**src/rtl/alu_exec.sv**
```systemverilog
// alu_exec: EX-stage ALU with single-cycle arithmetic/logic ops and iterative shifts behind valid/ready handshakes
module alu_exec #(
  parameter int XLEN       = 32,
  parameter int SHIFT_STEP = 1
) (
  input  logic            clk,
  input  logic            reset,
  input  logic            in_valid,
  output logic            in_ready,
  input  logic [3:0]      alu_decode,
  input  logic [XLEN-1:0] op_a,
  input  logic [XLEN-1:0] op_b,
  output logic            out_valid,
  input  logic            out_ready,
  output logic [XLEN-1:0] result,
  output logic            zero,
  output logic            illegal,
  output logic            busy
);
  typedef enum logic [1:0] {IDLE, SHIFT, DONE} state_t;
  state_t state, state_nx;
  logic [3:0] op;
  logic [5:0] cnt, step;
  logic [XLEN-1:0] res, alu_val, sh_val, sra_val;
  logic [4:0] shamt;
  logic ill, legal, is_shift, sh_start;
  assign shamt    = op_b[4:0];
  assign legal    = alu_decode <= 4'd8 || alu_decode == 4'd13;
  assign is_shift = alu_decode == 4'd1 || alu_decode == 4'd5 || alu_decode == 4'd13;
  assign sh_start = is_shift && shamt != 5'd0;
  assign step     = (cnt < 6'(SHIFT_STEP)) ? cnt : 6'(SHIFT_STEP);
  assign sra_val  = $signed(res) >>> step;
  assign sh_val   = op == 4'd1 ? res << step : op == 4'd5 ? res >> step : sra_val;
  // single-cycle result; shifts with zero shamt pass operand A through
  always_comb begin
    alu_val = '0;
    case (alu_decode)
      4'd0:                 alu_val = op_a + op_b;
      4'd1, 4'd5, 4'd13:    alu_val = op_a;
      4'd2:                 alu_val = XLEN'($signed(op_a) < $signed(op_b));
      4'd3:                 alu_val = XLEN'(op_a < op_b);
      4'd4:                 alu_val = op_a ^ op_b;
      4'd6:                 alu_val = op_a | op_b;
      4'd7:                 alu_val = op_a & op_b;
      4'd8:                 alu_val = op_a - op_b;
      default:              alu_val = '0;
    endcase
  end
  // state register
  always_ff @(posedge clk)
    state <= reset ? IDLE : state_nx;
  // next state: a shift finishes when the remaining count fits in one step
  always_comb
    state_nx = state == IDLE  ? (in_valid ? (sh_start ? SHIFT : DONE) : IDLE) :
               state == SHIFT ? (cnt == step ? DONE : SHIFT) :
               (out_ready ? IDLE : DONE);
  // handshake outputs decoded from state
  always_comb begin
    in_ready  = state == IDLE;
    busy      = state != IDLE;
    out_valid = state == DONE;
  end
  // datapath: res doubles as the shift accumulator
  always_ff @(posedge clk)
    if (reset) begin
      res <= '0;
      ill <= 1'b0;
      cnt <= '0;
      op  <= '0;
    end else if (state == IDLE && in_valid) begin
      op  <= alu_decode;
      ill <= !legal;
      cnt <= {1'b0, shamt};
      res <= sh_start ? op_a : alu_val;
    end else if (state == SHIFT) begin
      res <= sh_val;
      cnt <= cnt - step;
    end
  assign result  = res;
  assign zero    = res == '0;
  assign illegal = ill;
endmodule

```
**config.mk**
```make
export PLATFORM = sky130hd
export DESIGN_NAME = alu_exec
export DESIGN_NICKNAME = d
export VERILOG_FILES = /design/src/rtl/alu_exec.sv
export SDC_FILE = /design/constraint.sdc
export NUM_CORES = 1
export LEC_CHECK = 0
export CORE_MARGIN = 5
export CORE_UTILIZATION = 25
export DETAILED_ROUTE_END_ITERATION = 10
export SLEW_MARGIN = 10
export SYNTH_ARGS = -nofsm -noshare
export SYNTH_HDL_FRONTEND = slang
export SYNTH_SLANG_ARGS = --single-unit
```
**constraint.sdc**
```tcl
create_clock -name clk -period 2.7 [get_ports clk]
set_input_delay 0.405 -clock clk [delete_from_list [all_inputs] [get_ports clk]]
set_output_delay 0.405 -clock clk [all_outputs]
set_load 0.01 [all_outputs]
```
==> out/results.txt <==
Status = finished with violations
Failing checks = negative setup slack
Ys Warns = 0
FILL cells = 3404
Slew HR = 0.5656
# diodes = 0
Seq/Total Area, Yosys = 0.1073
Crit path max fanout = 3
P_leak = 0.006158 µW
DRC viols = 0
Yosys top cell area share = 0.1625
Setup CP Type = input pin to register
Clock Power Share = 0.161
Pwr dens = 320.7 nW/µm²
Post-synthesis simple-gate area fraction = 0.2205
Highest Clock Rate = 365.6 MHz
CTS Buffer Depth = 2
I/O Pins = 109
Largest net degree at the start of global routing = 25
Ys async rst share = 0
Detail Route Antenna Nets = 0
DP HPWL = 32600 µm
Initial antenna violation count = 1
Worst hold slack = 0.4640 ns
Share of cells above drive strength 1 = 0.4198
Chip height = 193.2 µm
Comb pwr share = 0.660
Hold EP = op[1]
Final worst-path setup slack = -0.03488 ns
Crit. End Element = register
Multiplexer share of the synthesized area = 0.01431
GPL Wtd Cong = 0.9822
Adder-cell share of the synthesized area = 0.1672
Net Sw Power = 1961 µW
Int Power = 2571 µW
R2r setup slk = 0.25 ns
Clk Latency, worst-skew pair = 0.31 ns
First-pass GRT wire length = 63740 µm
Die area = 37340 µm²
Critical path's slowest cell = fa_2
Final hold vios = 0
Iteration count of the initial detailed-routing pass = 6
Die X = 193.2 µm
Cells on worst reg2reg path = 9
Total GRT Usage = 0.2092
Starting DRC count in detailed routing = 925
CP Data Arrival Time = 2.91 ns
Nature of the critical path startpoint = input pin
VDD IR max = 0.2671 mV
Initial Util = 0.2516
Post-synthesis xor/xnor area fraction = 0.01356
Dpl ws = -0.9600 ns
Non-Filler Instances = 2106
Grt ovf = 0
Synth top area cells = ha_1 16%, dfxtp_1 11%, a21oi_1 7.1%, nand2_1 5.4%, nor2_1 5.3%
Core area = 33360 µm²
Worst flop-to-flop path endpoint = result[30]
Setup TNS = -0.1092 ns
Syn avg cell area = 7.096 µm²
Cell taking the most area after synthesis = ha_1
Hold-fix buffers, CTS = 0
Sinks on Clock Net = 45
DR vias/cell = 5.349
Post-synthesis register bit count = 45
CTS tree = done
Main combinational cell family by area after synthesis = compound AO/OA/AOI/OAI gates
Final slew viol count = 0
DR WL/cell = 19.77 µm
Vias in the first global route = 11.18k
Top-count cell post-synth = nand2_1
Hold/Removal Path Class = register to register
Via count = 11.27k
Switch share = 0.4327
Sequential power share = 0.179
Post-Synthesis Cells = 1183
RSZ-0062 raised after global routing = true
Post-Route Skew = 0.004175 ns
Critical-path cell list = buf_8 > buf_6 > fa_2 > a21oi_4 > o211ai_1 > a31o_4 > buf_6 > and3_4 > a221o_1 > a221o_1 > a21o_1 > a222oi_1 > nor2_1
Top_reg_cell synth = dfxtp_1
Cell Area, Synth = 8394 µm²
Period utilization = 1.013
Total CTS buffers = 5
Post-Route WL = 41630 µm
Hold Path Origin = op[1]
DP Cell Count = 2045
Synthesized net count = 1366
Clock-pin slew on the worst setup and hold paths = 0.07 ns
Nets = 1840
Hold Crit Depth = 2
Final Setup Violations = 5
Synth Area in Compound Gates = 0.3752
Synth unique cells = 95
Clk root buf = clkbuf_16
Worst-Margin Slew = 0.6516 ns
Layout area overhead = 68.33%
Critical Path RT = 2.88 ns
Row cnt = 67
Fin crit period = 2.735 ns
Critical Path Max Stage Delay = 0.41 ns
IO buf count = 108
Final core utilization = 0.4235
Max cap viols = 0
List of most frequent post-synthesis cells = 121 x nand2_1, 119 x a21oi_1, 119 x nor2_1, 109 x ha_1, 97 x inv_1
CTS H-tree lvls = 2
EDFF count, synth = 0
Critical R2R Launch = cnt[3]
state kept, by name, summed over array words and instances, names as in the netlist:
| name | flops |
|---|---|
| state | 2 |
| result | 32 |
| illegal | 1 |
| op | 4 |
| cnt | 6 |
worst max-delay path, delay by kind of cell:
| family | cells | cell delay [ns] |
|---|---|---|
| AO/OA/AOI/OAI | 7 | 1.55 |
| adder cells (fa/ha/maj) | 1 | 0.41 |
| buffers and inverters | 3 | 0.34 |
| AND/OR/NAND/NOR | 2 | 0.20 |
cell type report:
type	count	area [µm²]	area share
inverters	98	374.1	0.02648
well taps	448	560.5	0.03967
multi-input cells	963	7689	0.5441
repair buffers	544	4444	0.3145
flip-flops and latches	45	900.9	0.06376
clock inverters	1	8.758	0.0006199
clock buffers	7	152.6	0.01080
logic make-up after synthesis:
| group | count (synthesis) |
|---|---|
| compound gates | 444 |
| fa+ha+maj | 111 |
| flops | 45 |
| xor+xnor | 13 |
| buf+inv | 175 |
| mux | 12 |
| simple gates | 383 |
worst max-delay path by stage:
stage	slack, ns	to	start
2_1_floorplan	-0.06	result[30]	op_a[0]
3_3_place_gp	-0.97	result[29]	op_b[10]
3_5_place_dp	-0.96	result[30]	op_b[0]
4_1_cts	-0.12	result[30]	op_b[0]
5_1_grt	-0.12	result[28]	op_b[0]
6_report	-0.03	result[10]	op_a[1]
metrics by stage:
step / total power, µW / cell area (µm²)
detailed placement: 3374 / 12510
global route: 4765 / 14130
floorplan: 2067 / 8424
global placement: 3359 / 12510
CTS: 4364 / 13710
finish: 4532 / 14130
repair_timing:
| item | CTS | global route |
|---|---|---|
| setup endpoints to repair | 27 | 22 |
| setup buffers | 37 | 19 |
| resized for setup | 285 | 129 |
| cloned | 0 | 0 |
| pin swaps | 83 | 73 |
layer usage:
layer,wire length [µm],part of all wire,track usage
met1,18170,0.44,0.2850
met3,3144,0.076,0.02887
met4,1395,0.034,0.06032
met2,18910,0.45,0.3459
met5,7,0.00017,0
placed cells by master, fill, tap and decap left out, types with 9 or more instances in the layout:
master           count
buf_4              402
nand2_1            118
nor2_1             113
a21oi_1            104
ha_1                69
clkdlybuf4s50_1     58
o21ai_0             53
inv_1               51
inv_2               45
dfxtp_1             45
a221oi_1            35
buf_6               34
ha_4                28
nand3_1             24
o21ai_1             18
o211ai_1            18
a211oi_1            16
nand4_1             14
a21oi_2             14
nor3_1              13
a221o_1             13
clkbuf_2            13
o21bai_1            12
mux2i_1             12
a31oi_1             12
ha_2                12
o21a_1              11
dlygate4sd2_1       11
nor4_1              10
and3_1              10
a211oi_2             9
buf_2                9
power groups by stage:
stage / clock network [µW] / logic, µW / registers (µW)
after global placement: 0 / 2530 / 824
after global routing: 754 / 3190 / 819
after floorplan: 0 / 1240 / 828
after CTS: 736 / 2820 / 808
after detailed placement: 0 / 2550 / 822
final: 731 / 2990 / 812
(Power assumes the default switching activity.)
